<file path="config.mk">
export PLATFORM = sky130hd
export DESIGN_NAME = axis_packet_fifo
export DESIGN_NICKNAME = d
export VERILOG_FILES = /design/src/rtl/axis_fifo_pkg.sv /design/src/rtl/axis_fifo_ram.sv /design/src/rtl/axis_packet_fifo.sv
export SDC_FILE = /design/constraint.sdc
export NUM_CORES = 1
export LEC_CHECK = 0
export ABC_CLOCK_PERIOD_IN_PS = 5100
export CAP_MARGIN = 10
export CORE_ASPECT_RATIO = 1.25
export CORE_MARGIN = 2
export CORE_UTILIZATION = 55
export CTS_CLUSTER_DIAMETER = 40
export CTS_CLUSTER_SIZE = 40
export DETAILED_ROUTE_END_ITERATION = 6
export GPL_ROUTABILITY_DRIVEN = 0
export PLACE_DENSITY = 0.81
export SLEW_MARGIN = 20
export SYNTH_ARGS = -nofsm -noshare
export SYNTH_HDL_FRONTEND = slang
export SYNTH_SLANG_ARGS = --single-unit
</file>
<file path="constraint.sdc">
create_clock -name i_clk -period 5.1 [get_ports i_clk]
set_clock_uncertainty 0.05 [all_clocks]
set_input_delay 1.53 -clock i_clk [delete_from_list [all_inputs] [get_ports i_clk]]
set_output_delay 1.53 -clock i_clk [all_outputs]
set_load 0.1 [all_outputs]
</file>
<file path="src/rtl/axis_fifo_pkg.sv">
`default_nettype none
////////////////////////////////////////////////////////////////////////////////
// axis_fifo_pkg : shared sizing helpers and parameter-legality check
// Rev 1.0
////////////////////////////////////////////////////////////////////////////////
package axis_fifo_pkg;

   function automatic int ptr_w(input int depth);
      return (depth > 1) ? $clog2(depth) : 1;
   endfunction

   function automatic int entry_w(input int data_width);
      return data_width + (data_width / 8) + 1;
   endfunction

   // Pointers wrap by natural overflow, so DEPTH must be a power of two.
   function automatic bit params_legal(input int depth, input int data_width,
                                       input int ae_thresh, input int af_thresh);
      return (depth >= 4) && ((depth & (depth - 1)) == 0) &&
             (data_width > 0) && ((data_width % 8) == 0) &&
             (ae_thresh < af_thresh) && (af_thresh <= depth);
   endfunction

endpackage
`default_nettype wire

</file>
<file path="src/rtl/axis_fifo_ram.sv">
`default_nettype none
////////////////////////////////////////////////////////////////////////////////
// axis_fifo_ram : simple dual-port RAM, synchronous write, asynchronous read
// Rev 1.0
////////////////////////////////////////////////////////////////////////////////
module axis_fifo_ram
   import axis_fifo_pkg::*;
#(
   parameter int WIDTH  = 37,
   parameter int DEPTH  = 16,
   localparam int ADDR_W = ptr_w(DEPTH)
) (
   input  logic              i_clk,
   input  logic              i_we,
   input  logic [ADDR_W-1:0] i_waddr,
   input  logic [WIDTH-1:0]  i_wdata,
   input  logic [ADDR_W-1:0] i_raddr,
   output logic [WIDTH-1:0]  o_rdata
);

   logic [WIDTH-1:0] r_mem [DEPTH];

   always_ff @(posedge i_clk) begin
      if (i_we) begin
         r_mem[i_waddr] <= i_wdata;
      end
   end

   assign o_rdata = r_mem[i_raddr];

endmodule
`default_nettype wire

</file>
<file path="src/rtl/axis_packet_fifo.sv">
`default_nettype none
////////////////////////////////////////////////////////////////////////////////
// axis_packet_fifo : single-clock AXI4-Stream FIFO, cut-through or packet mode
// Rev 1.0
////////////////////////////////////////////////////////////////////////////////
module axis_packet_fifo
   import axis_fifo_pkg::*;
#(
   parameter int DATA_WIDTH  = 32,
   parameter int DEPTH       = 16,
   parameter int PACKET_MODE = 0,
   parameter int AF_THRESH   = DEPTH - 2,
   parameter int AE_THRESH   = 2,
   localparam int KEEP_WIDTH = DATA_WIDTH / 8,
   localparam int C_CNT_W    = ptr_w(DEPTH) + 1
) (
   input  logic                  i_clk,
   input  logic                  i_rst,
   input  logic                  i_s_axis_tvalid,
   output logic                  o_s_axis_tready,
   input  logic [DATA_WIDTH-1:0] i_s_axis_tdata,
   input  logic [KEEP_WIDTH-1:0] i_s_axis_tkeep,
   input  logic                  i_s_axis_tlast,
   output logic                  o_m_axis_tvalid,
   input  logic                  i_m_axis_tready,
   output logic [DATA_WIDTH-1:0] o_m_axis_tdata,
   output logic [KEEP_WIDTH-1:0] o_m_axis_tkeep,
   output logic                  o_m_axis_tlast,
   output logic [C_CNT_W-1:0]    o_count,
   output logic                  o_almost_full,
   output logic                  o_almost_empty,
   output logic                  o_pkt_overrun
);

   localparam int                 c_PTR_W     = ptr_w(DEPTH);
   localparam logic [C_CNT_W-1:0] c_FULL_CNT  = C_CNT_W'(DEPTH);
   localparam logic [C_CNT_W-1:0] c_AF_CNT    = C_CNT_W'(AF_THRESH);
   localparam logic [C_CNT_W-1:0] c_AE_CNT    = C_CNT_W'(AE_THRESH);
   localparam bit                 c_PARAMS_OK = params_legal(DEPTH, DATA_WIDTH,
                                                             AE_THRESH, AF_THRESH);

   typedef struct packed {
      logic                  tlast;
      logic [KEEP_WIDTH-1:0] tkeep;
      logic [DATA_WIDTH-1:0] tdata;
   } entry_t;

   logic [c_PTR_W-1:0] r_wr_ptr;
   logic [c_PTR_W-1:0] r_rd_ptr;
   logic [C_CNT_W-1:0] r_count;

   logic   w_full;
   logic   w_s_ready;
   logic   w_m_valid;
   logic   w_overrun;
   logic   w_wr_acc;
   logic   w_rd_acc;
   entry_t w_wr_entry;
   entry_t w_rd_entry;

   // Ready depends only on registered occupancy and reset, never on i_m_axis_tready.
   assign w_full     = (r_count == c_FULL_CNT);
   assign w_s_ready  = !w_full && !i_rst;
   assign w_wr_acc   = i_s_axis_tvalid && w_s_ready;
   assign w_rd_acc   = w_m_valid && i_m_axis_tready;
   assign w_wr_entry = '{tlast: i_s_axis_tlast, tkeep: i_s_axis_tkeep, tdata: i_s_axis_tdata};

   axis_fifo_ram #(
      .WIDTH ($bits(entry_t)),
      .DEPTH (DEPTH)
   ) u_ram (
      .i_clk   (i_clk),
      .i_we    (w_wr_acc),
      .i_waddr (r_wr_ptr),
      .i_wdata (w_wr_entry),
      .i_raddr (r_rd_ptr),
      .o_rdata (w_rd_entry)
   );

   always_ff @(posedge i_clk) begin
      if (i_rst) begin
         r_wr_ptr <= '0;
         r_rd_ptr <= '0;
         r_count  <= '0;
      end else begin
         if (w_wr_acc) begin
            r_wr_ptr <= r_wr_ptr + c_PTR_W'(1);
         end
         if (w_rd_acc) begin
            r_rd_ptr <= r_rd_ptr + c_PTR_W'(1);
         end
         case ({w_wr_acc, w_rd_acc})
            2'b10:   r_count <= r_count + C_CNT_W'(1);
            2'b01:   r_count <= r_count - C_CNT_W'(1);
            default: r_count <= r_count;
         endcase
      end
   end

   generate
      if (PACKET_MODE != 0) begin : g_packet
         logic [C_CNT_W-1:0] r_pkt_cnt;
         logic               r_release;
         logic               w_wr_last;
         logic               w_rd_last;

         assign w_wr_last = w_wr_acc && i_s_axis_tlast;
         assign w_rd_last = w_rd_acc && w_rd_entry.tlast;

         // r_release keeps an oversize packet flowing until its tlast leaves,
         // so the overrun is flagged once rather than every time the FIFO refills.
         always_ff @(posedge i_clk) begin
            if (i_rst) begin
               r_pkt_cnt <= '0;
               r_release <= 1'b0;
            end else begin
               case ({w_wr_last, w_rd_last})
                  2'b10:   r_pkt_cnt <= r_pkt_cnt + C_CNT_W'(1);
                  2'b01:   r_pkt_cnt <= r_pkt_cnt - C_CNT_W'(1);
                  default: r_pkt_cnt <= r_pkt_cnt;
               endcase
               if (w_rd_last) begin
                  r_release <= 1'b0;
               end else if (w_overrun) begin
                  r_release <= 1'b1;
               end
            end
         end

         assign w_overrun = w_full && (r_pkt_cnt == '0) && !r_release && !i_rst;
         assign w_m_valid = (r_count != '0) && !i_rst &&
                            ((r_pkt_cnt != '0) || w_full || r_release);
      end else begin : g_cut_through
         assign w_overrun = 1'b0;
         assign w_m_valid = (r_count != '0) && !i_rst;
      end
   endgenerate

   always_ff @(posedge i_clk) begin
      if (!i_rst) begin
         assert (c_PARAMS_OK) else $error("axis_packet_fifo: illegal parameter combination");
      end
   end

   assign o_s_axis_tready = w_s_ready;
   assign o_m_axis_tvalid = w_m_valid;
   assign o_m_axis_tdata  = w_rd_entry.tdata;
   assign o_m_axis_tkeep  = w_rd_entry.tkeep;
   assign o_m_axis_tlast  = w_rd_entry.tlast;
   assign o_count         = r_count;
   assign o_almost_full   = (r_count >= c_AF_CNT);
   assign o_almost_empty  = (r_count <= c_AE_CNT);
   assign o_pkt_overrun   = w_overrun;

endmodule
`default_nettype wire
</file>
==> flow_summary.toml, run 1 <==
[critical_path]
critical_path_class = "register to output port"
crit_arrival_ps = 3150
cpMostUsedCell = "buf_4"
cp-end-kind = "output port"
slowest_stage = "dfxtp_4"
critPathMaxStageDelay_ps = 770
crit_path_start_kind = "register"
path_cells = "buf_4, mux4_1, mux4_2, buf_4"
critPathRequiredTime_ps = 3520
crit_fanout = 32
rr_worst_depth = 9

[sta]
final_max_slew_viol_count = 0
fmax_mhz = 212
timing.final.ws_setup_ps = 375
worst_hold_slack_ps = 478
finalSetupTns_ps = 0
final-setup-viol-count = 0
hold_violations = 0
tightest_slew_ps = 974
fin_crit_ps = 4730
post-route-period-util_pct = 92.7
relSlewSlack_pct = 34.9
rsz0062_at_grt = "false"

[yosys]
synth_seq_cells = 609
syn-mean-instance-area_um2 = 24.7
yosys_warnings = 0
synth.top_cell.area_share_pct = 75.4
synth_most_common_cell = "edfxtp_1"
ys_types = 51
synth-async-reset-ratio_pct = 0
synth_area_leaders = "edfxtp_1 (75%), mux4_2 (12%), mux4_1 (6.5%)"
ys.flop_type = "edfxtp_1"
yosysTopAreaCell = "edfxtp_1"
syn_inst = 955
syn_nets = 1004
synth_seq_area_share_pct = 76.9
ys_top_cells_by_count = "edfxtp_1 (592), mux4_2 (127), mux4_1 (58)"
synthesis.area_um2 = 23600
synth_edf_count = 592

[power_and_ir_drop]
power_density_nw_per_um2 = 398
p_leak_nw = 8.37
p_switching_w = 0.00262
p_sw_share_pct = 24.3
total_power_w = 0.0108
seqPwrFrac_pct = 51.7
internal_power_w = 0.00817
ir_drop_uv = 285
power_frac_comb_pct = 10.1
pwr-share-clk_pct = 38.2

[clock_tree]
cts_tree = "done"
htree_levels = 2
cts_buffers = 51
insertion_delay_ps = 590
clk_pin_slew_ps = 80
cts.sinks = 609
cts_resized = 0
postCtsSetupRepairBufs = 0
postCtsHoldBufs = 0
max-clock-path-buffers = 3
cts-root-buf = "clkbuf_16"

[floorplanning]
initial_core_util_pct = 55.9
ios = 88
coreArea_um2 = 42100
fp.dieW_um = 189
dieArea_um2 = 44500
rows = 84
die_y_um = 235

[routing]
firstDrtPassIters = 5
vias = 10600
routedWlPerCell_um = 28.7
wirelength_mm = 48.3
drtIter0Drc = 1077
detail-route-antenna-nets = 0
via_per_inst = 6.30
route.detailed.drc = 0

[hold_path]
min_path_type = "register to register"
hold_depth = 2

[cells_and_area]
finalCoreUtilization_pct = 64.3
syn_to_final_growth_pct = 14.9
drive_above_1_share_pct = 28.3
final_nets = 1132

[global_routing]
grt_max_degree = 73
track_usage_pct = 22.2
grt_pass1_wl_mm = 72.2
overflow = 0
grt_pass1_vias = 11300
antenna_found_initial = 3

[run_status]
outcome = "completed"

[place]
portBuffers = 86
dp_hpwl_mm = 26.0
pre_cts_slack_ps = 397

[flow_run]
cap_viol_max_count = 0
[per-stage QoR]
step / instance area, um2 / std cells
floorplan: 23600 / 955
global placement: 25300 / 1589
detailed placement: 25300 / 1589
CTS: 27100 / 1683
global route: 27100 / 1684
finish: 27100 / 1684
[power by group through the flow]
| stage | Combinational [W] | Clock, W | Sequential, W |
|---|---|---|---|
| 2_1_floorplan | 0.000828 | 0 | 0.00569 |
| 3_3_place_gp | 0.00108 | 0 | 0.00568 |
| 3_5_place_dp | 0.00110 | 0 | 0.00569 |
| 5_1_grt | 0.00114 | 0.00434 | 0.00558 |
| 4_1_cts | 0.00110 | 0.00419 | 0.00558 |
| 6_report | 0.00109 | 0.00412 | 0.00558 |
[cell type report]
class	count	area, um2
inverter	8	30.0
tap	559	699
timing repair buffer	126	1200
clock inverter	38	485
sequential	609	18100
clock buffer	56	1340
multi-input combinational	287	5190
fill	2521	15100
antenna	1	2.50
[path summary, 6_finish.rpt]
| check | from | endpoint | slack, ps |
|---|---|---|---|
| min | r_rd_ptr[1] | register | 480 |
| min reg2reg | r_rd_ptr[1] | register | 480 |
| max | register | o_m_axis_tdata[7] | 370 |
| max reg2reg | o_count[2] | o_count[4] | 1700 |
[metal layers]
layer / GRT usage [%] / vias up / wire length, um
met1: 29.3 / 5592 / 18400
met3: 3.76 / 95 / 3510
met4: 7.17 / 4 / 1340
met2: 38.1 / 500 / 25100
met5: 0 / - / 24
li1: - / 4422 / -
[sequential cells by signal, indices dropped and copies added, names as in the netlist, named ones only]
register     cells
o_count          5
r_rd_ptr         4
u_ram.r_mem    592
r_wr_ptr         4
[cell families after synthesis]
| group | after synthesis | synth area share (%) |
|---|---|---|
| flip-flops | 609 | 76.9 |
| multiplexers | 188 | 18.7 |
| AND/OR/NAND/NOR | 59 | 1.23 |
| buffers and inverters | 59 | 1.68 |
| AO/OA/AOI/OAI | 25 | 0.818 |
| adder cells (fa/ha/maj) | 8 | 0.425 |
| XOR/XNOR | 6 | 0.223 |
| other | 1 | 0.0159 |
[critical path, delay by kind of cell (launching register included)]
kind / cells / cell delay [ps]
muxes: 2 / 1140
DFF: 1 / 770
buffers and inverters: 2 / 640
[placed cells by master, fill, tap and decap left out, types with 6 or more instances in the layout]
cell | synthesis | routed
buf_4 | 2 | 68
clkinv_8 | 0 | 6
inv_8 | 0 | 6
inv_1 | 8 | 8
mux4_2 | 127 | 127
nor2_4 | 0 | 12
buf_12 | 4 | 11
nor2_1 | 24 | 12
dfxtp_1 | 17 | 13
nand2_1 | 9 | 9
clkdlybuf4s50_1 | 0 | 47
mux4_1 | 58 | 58
clkbuf_16 | 0 | 53
ha_1 | 8 | 8
edfxtp_1 | 592 | 592
No activity file was read; power rests on OpenSTA's default activity.
==> run 2: changes to the inputs <==
--- a/config.mk
+++ b/config.mk
@@ -14,6 +14,7 @@
 export CTS_CLUSTER_SIZE = 40
 export DETAILED_ROUTE_END_ITERATION = 6
 export GPL_ROUTABILITY_DRIVEN = 0
+export GPL_TIMING_DRIVEN = 0
 export PLACE_DENSITY = 0.81
 export SLEW_MARGIN = 20
 export SYNTH_ARGS = -nofsm -noshare
==> run 2 against run 1 <==
Count of clock-buffer cells in the layout fell by 7. First-iteration DRC count rose by 11%. Combinational power rose by 8%. Fmax fell by 5.3%. Die area did not move. Hold slack improved by 47 ps. Global-route usage rose by 2.0 points. Sequential cell count did not move. Critical path depth rose by 1. Non-clock buffer count rose by 49. Routed wire length rose by 9.1%. Sequential power barely moved. Critical endpoint is now o_m_axis_tdata[15].
==> flow_summary.toml, run 2 (synthesis results as in run 1) <==
[clock_tree]
postCtsHoldBufs = 0
cts_buffers = 45
insertion_delay_ps = 570
cts.sinks = 609
htree_levels = 2
postCtsSetupRepairBufs = 0
cts-root-buf = "clkbuf_16"
clk_pin_slew_ps = 90
cts_resized = 59
cts_tree = "done"
max-clock-path-buffers = 3

[cells_and_area]
drive_above_1_share_pct = 26.6
top_register = "u_ram.r_mem"
final_common_cell = "edfxtp_1"
syn_to_final_growth_pct = 17.9
final_cell_mix = "edfxtp_1 (592), mux4_2 (127), mux4_1 (58)"
largest_reg_flops = 592
final_nets = 1175
antennaDiodeCount = 0

[power_and_ir_drop]
total_power_w = 0.0106
p_switching_w = 0.00278
ir_drop_uv = 329
pwr-share-clk_pct = 36.4
p_leak_nw = 8.68
seqPwrFrac_pct = 52.4
internal_power_w = 0.00781
power_density_nw_per_um2 = 381
power_frac_comb_pct = 11.2
p_sw_share_pct = 26.3

[floorplanning]
initial_core_util_pct = 55.9
die_y_um = 235
coreArea_um2 = 42100
ios = 88
rows = 84
fp.dieW_um = 189
dieArea_um2 = 44500

[flow_run]
cap_viol_max_count = 0

[sta]
timing.final.ws_setup_ps = 112
tightest_slew_ps = 1050
worst_hold_slack_ps = 525
final-setup-viol-count = 0
fmax_mhz = 200
post-route-period-util_pct = 97.8
relSlewSlack_pct = 29.8
fin_crit_ps = 4990
rsz0062_at_grt = "false"
final_max_slew_viol_count = 0
hold_violations = 0

[critical_path]
cpMostUsedCell = "mux4_2"
slowest_stage = "dlygate4sd2_1"
crit_path_start_kind = "register"
crit_fanout = 10
ff2ff_setup_slack_ps = 1500
r2r_start = "o_count[3]"
critPathMaxStageDelay_ps = 620
critPathRequiredTime_ps = 3520
critical_path_class = "register to output port"
cp-end-kind = "output port"
rr_worst_depth = 12
crit_arrival_ps = 3410
path_cells = "clkbuf_2, clkdlybuf4s15_2, mux4_2, mux4_2, dlygate4sd2_1"

[place]
pre_cts_slack_ps = -330
portBuffers = 86
dp_hpwl_mm = 31.7

[routing]
wirelength_mm = 52.7
via_per_inst = 6.47
route.detailed.drc = 0
vias = 11100
routedWlPerCell_um = 30.6
firstDrtPassIters = 5
drtIter0Drc = 1194
detail-route-antenna-nets = 0

[hold_path]
min_path_type = "register to register"
worstHoldStart = "r_rd_ptr[1]"
hold_depth = 2

[global_routing]
grt_pass1_vias = 11600
overflow = 0
antenna_found_initial = 0
track_usage_pct = 24.2
grt_max_degree = 28
grt_pass1_wl_mm = 77.8

[run_status]
outcome = "completed"
## run 2: final timing paths
kind,end
worst max register to register,o_count[4]
worst max-delay path,o_m_axis_tdata[15]
worst min-delay path,r_rd_ptr[1]
worst min register to register,r_rd_ptr[1]
## run 2: power groups by stage
stage | combinational, W | clock [W] | sequential (W)
CTS | 0.00119 | 0.00389 | 0.00555
global route | 0.00123 | 0.00407 | 0.00555
global placement | 0.00116 | 0 | 0.00566
detailed placement | 0.00121 | 0 | 0.00566
finish | 0.00118 | 0.00385 | 0.00555
floorplan | 0.000828 | 0 | 0.00569
## run 2: metrics by stage
stage / setup TNS, ps / area (um2) / utilization, % / instances
finish: 0 / 27800 / 65.9 / 1722
detailed placement: -1100 / 26100 / 62.0 / 1638
floorplan: 0 / 23600 / - / 955
global route: 0 / 27800 / 65.9 / 1722
global placement: -989300 / 25200 / 59.7 / 1600
CTS: 0 / 27800 / 65.9 / 1722
## run 2: worst max-delay path: cells and delay by family (launching register included)
kind	cells	cell delay, ps
mux	2	940
buf+inv	3	1480
flops	1	400
## run 2: layout make-up
type                       count  area, um2
tap                          559        699
fill                        2454      14400
inverter                       8       30.0
timing repair buffer         124       1680
multi-input combinational    287       5190
clock buffer                  49       1180
sequential                   609      18100
buffer                        51        398
clock inverter                35        469
## run 2: routing by layer
layer | vias up | track usage, % | part of all wire [%]
met5 | - | 0 | 0
met4 | 0 | 7.48 | 2.6
met3 | 110 | 3.29 | 7.1
met2 | 608 | 41.1 | 52
met1 | 5908 | 33.1 | 38
li1 | 4514 | - | -
==> run 3: changes to the inputs <==
--- a/config.mk
+++ b/config.mk
@@ -8,7 +8,6 @@
 export ABC_CLOCK_PERIOD_IN_PS = 5100
 export CAP_MARGIN = 10
 export CORE_ASPECT_RATIO = 1.25
-export CORE_MARGIN = 2
 export CORE_UTILIZATION = 55
 export CTS_CLUSTER_DIAMETER = 40
 export CTS_CLUSTER_SIZE = 40
==> run 3 against run 2 <==
Die area down 1.9%. Cell count down 0.17%. Critical path depth unchanged. Register-to-register slack better by 20 ps. Via count increased by 1.5%. Count of clock-buffer cells in the layout fell by 2. Critical path type unchanged. Critical endpoint is now o_m_axis_tdata[30].
==> flow_summary.toml, run 3 (synthesis results as in run 1) <==
[run_status]
outcome = "completed"

[power_and_ir_drop]
internal_power_w = 0.00775
p_leak_nw = 8.61
p_sw_share_pct = 26.1
seqPwrFrac_pct = 52.9
power_frac_comb_pct = 11.3
power_density_nw_per_um2 = 380
ir_drop_uv = 307
pwr-share-clk_pct = 35.8
p_switching_w = 0.00274

[critical_path]
crit_fanout = 10
path_cells = "clkbuf_2, buf_2, mux4_1, mux4_2, dlygate4sd2_1"
critPathRequiredTime_ps = 3520
r2r_start = "o_count[3]"
cp_top_family = "buffers and inverters"
slowest_stage = "dlygate4sd2_1"
crit_arrival_ps = 3380
cp-end-kind = "output port"
critPathMaxStageDelay_ps = 620
crit_path_start_kind = "register"
rr_endpoint = "o_count[4]"
critical_path_class = "register to output port"
rr_worst_depth = 12
cp_num_buf_inv = 3
ff2ff_setup_slack_ps = 1520

[cells_and_area]
finalCoreUtilization_pct = 65.6
top_register = "u_ram.r_mem"
drive_above_1_share_pct = 26.2
final_cell_mix = "edfxtp_1 (592), mux4_2 (127), mux4_1 (58)"
final_common_cell = "edfxtp_1"
final_nets = 1172
largest_reg_flops = 592
syn_to_final_growth_pct = 17.2
fin_area_um2 = 27600
fin_cells = 1719
fill_cells = 2465

[floorplanning]
dieArea_um2 = 43700
ios = 88
coreArea_um2 = 42100
initial_core_util_pct = 55.9
rows = 84
die_y_um = 233
fp.dieW_um = 187

[clock_tree]
cts_tree = "done"
cts_buffers = 44
max-clock-path-buffers = 3
clk_pin_slew_ps = 90
htree_levels = 2
cts-root-buf = "clkbuf_16"
insertion_delay_ps = 580
postCtsHoldBufs = 0
cts.sinks = 609

[routing]
drtIter0Drc = 1223
route.detailed.drc = 0
firstDrtPassIters = 5
wirelength_mm = 55.8
detail-route-antenna-nets = 0
via_per_inst = 6.57
routedWlPerCell_um = 32.4
vias = 11300

[global_routing]
antenna_found_initial = 2
track_usage_pct = 26.0
overflow = 0
grt_max_degree = 27
grt_pass1_vias = 11700
grt_pass1_wl_mm = 79.5

[hold_path]
worstHoldStart = "r_rd_ptr[1]"
hold-path-endpoint = "r_rd_ptr[1]"
hold_depth = 2
min_path_type = "register to register"

[sta]
final-setup-viol-count = 0
fin_crit_ps = 4960
final_max_slew_viol_count = 0
post-route-period-util_pct = 97.2
rsz0062_at_grt = "false"
relSlewSlack_pct = 34.6
tightest_slew_ps = 984
fmax_mhz = 202
hold_violations = 0

[place]
portBuffers = 86
dp_hpwl_mm = 31.6
dpl_cell_area_um2 = 26100
dp_cells = 1636

[flow_run]
cap_viol_max_count = 0
[run 3: metrics by stage]
stage	hold WS, ps	setup TNS [ps]	setup WS [ps]	total power [W]
floorplan	437	0	116	0.00652
global placement	452	-1023680	-1960	0.00682
detailed placement	476	-1740	-339	0.00687
CTS	486	0	1.09	0.0105
global route	518	0	30.8	0.0107
finish	481	0	141	0.0105
[run 3: cell type report]
type / count / area, um2 / share of cell area [%]
antenna: 1 / 2.50 / 0.00906
timing repair buffer: 122 / 1620 / 5.88
buffer: 51 / 395 / 1.43
clock buffer: 47 / 1130 / 4.10
clock inverter: 35 / 427 / 1.54
tap: 559 / 699 / 2.53
inverter: 8 / 30.0 / 0.109
sequential: 609 / 18100 / 65.6
multi-input combinational: 287 / 5200 / 18.8
[run 3: layer usage]
metal,vias to the layer above,part of all wire [%],track usage (%)
met5,-,0.022,0
met4,2,4.1,12.2
met2,724,53,46.2
met3,142,7.7,4.09
li1,4524,-,-
met1,5910,35,31.4
[run 3: worst reg2reg max path: cells and delay by family (launching register included)]
| kind | cells | cell delay, ps |
|---|---|---|
| AND/OR/NAND/NOR | 2 | 800 |
| AO/OA/AOI/OAI | 3 | 700 |
| multiplexers | 1 | 260 |
| buffers and inverters | 3 | 650 |
| XOR/XNOR | 1 | 130 |
| flip-flops | 1 | 400 |
| adder cells (fa/ha/maj) | 2 | 470 |
[run 3: worst max path at each step]
| stage | startpoint | to | cells after the start |
|---|---|---|---|
| 4_1_cts | i_rst | o_s_axis_tready | 5 |
| 6_report | register | o_m_axis_tdata[30] | 5 |
| 3_3_place_gp | i_rst | u_ram.r_mem[8][17] | 7 |
| 2_1_floorplan | i_rst | o_m_axis_tvalid | 3 |
| 3_5_place_dp | i_rst | o_m_axis_tvalid | 5 |
| 5_1_grt | register | o_m_axis_tdata[15] | 4 |
[run 3: power groups by stage]
stage | Combinational [W] | Clock (W) | Sequential, W
floorplan | 0.000828 | 0 | 0.00569
global placement | 0.00116 | 0 | 0.00566
detailed placement | 0.00121 | 0 | 0.00566
CTS | 0.00119 | 0.00380 | 0.00555
global route | 0.00123 | 0.00395 | 0.00555
finish | 0.00119 | 0.00375 | 0.00555
[run 3: what timing repair did]
item | 4_1_cts | 5_1_grt
setup endpoints to repair | 39 | 6
gates resized for setup | 53 | 7
endpoints found under the hold margin | 0 | 0
buffers inserted | 0 | 0
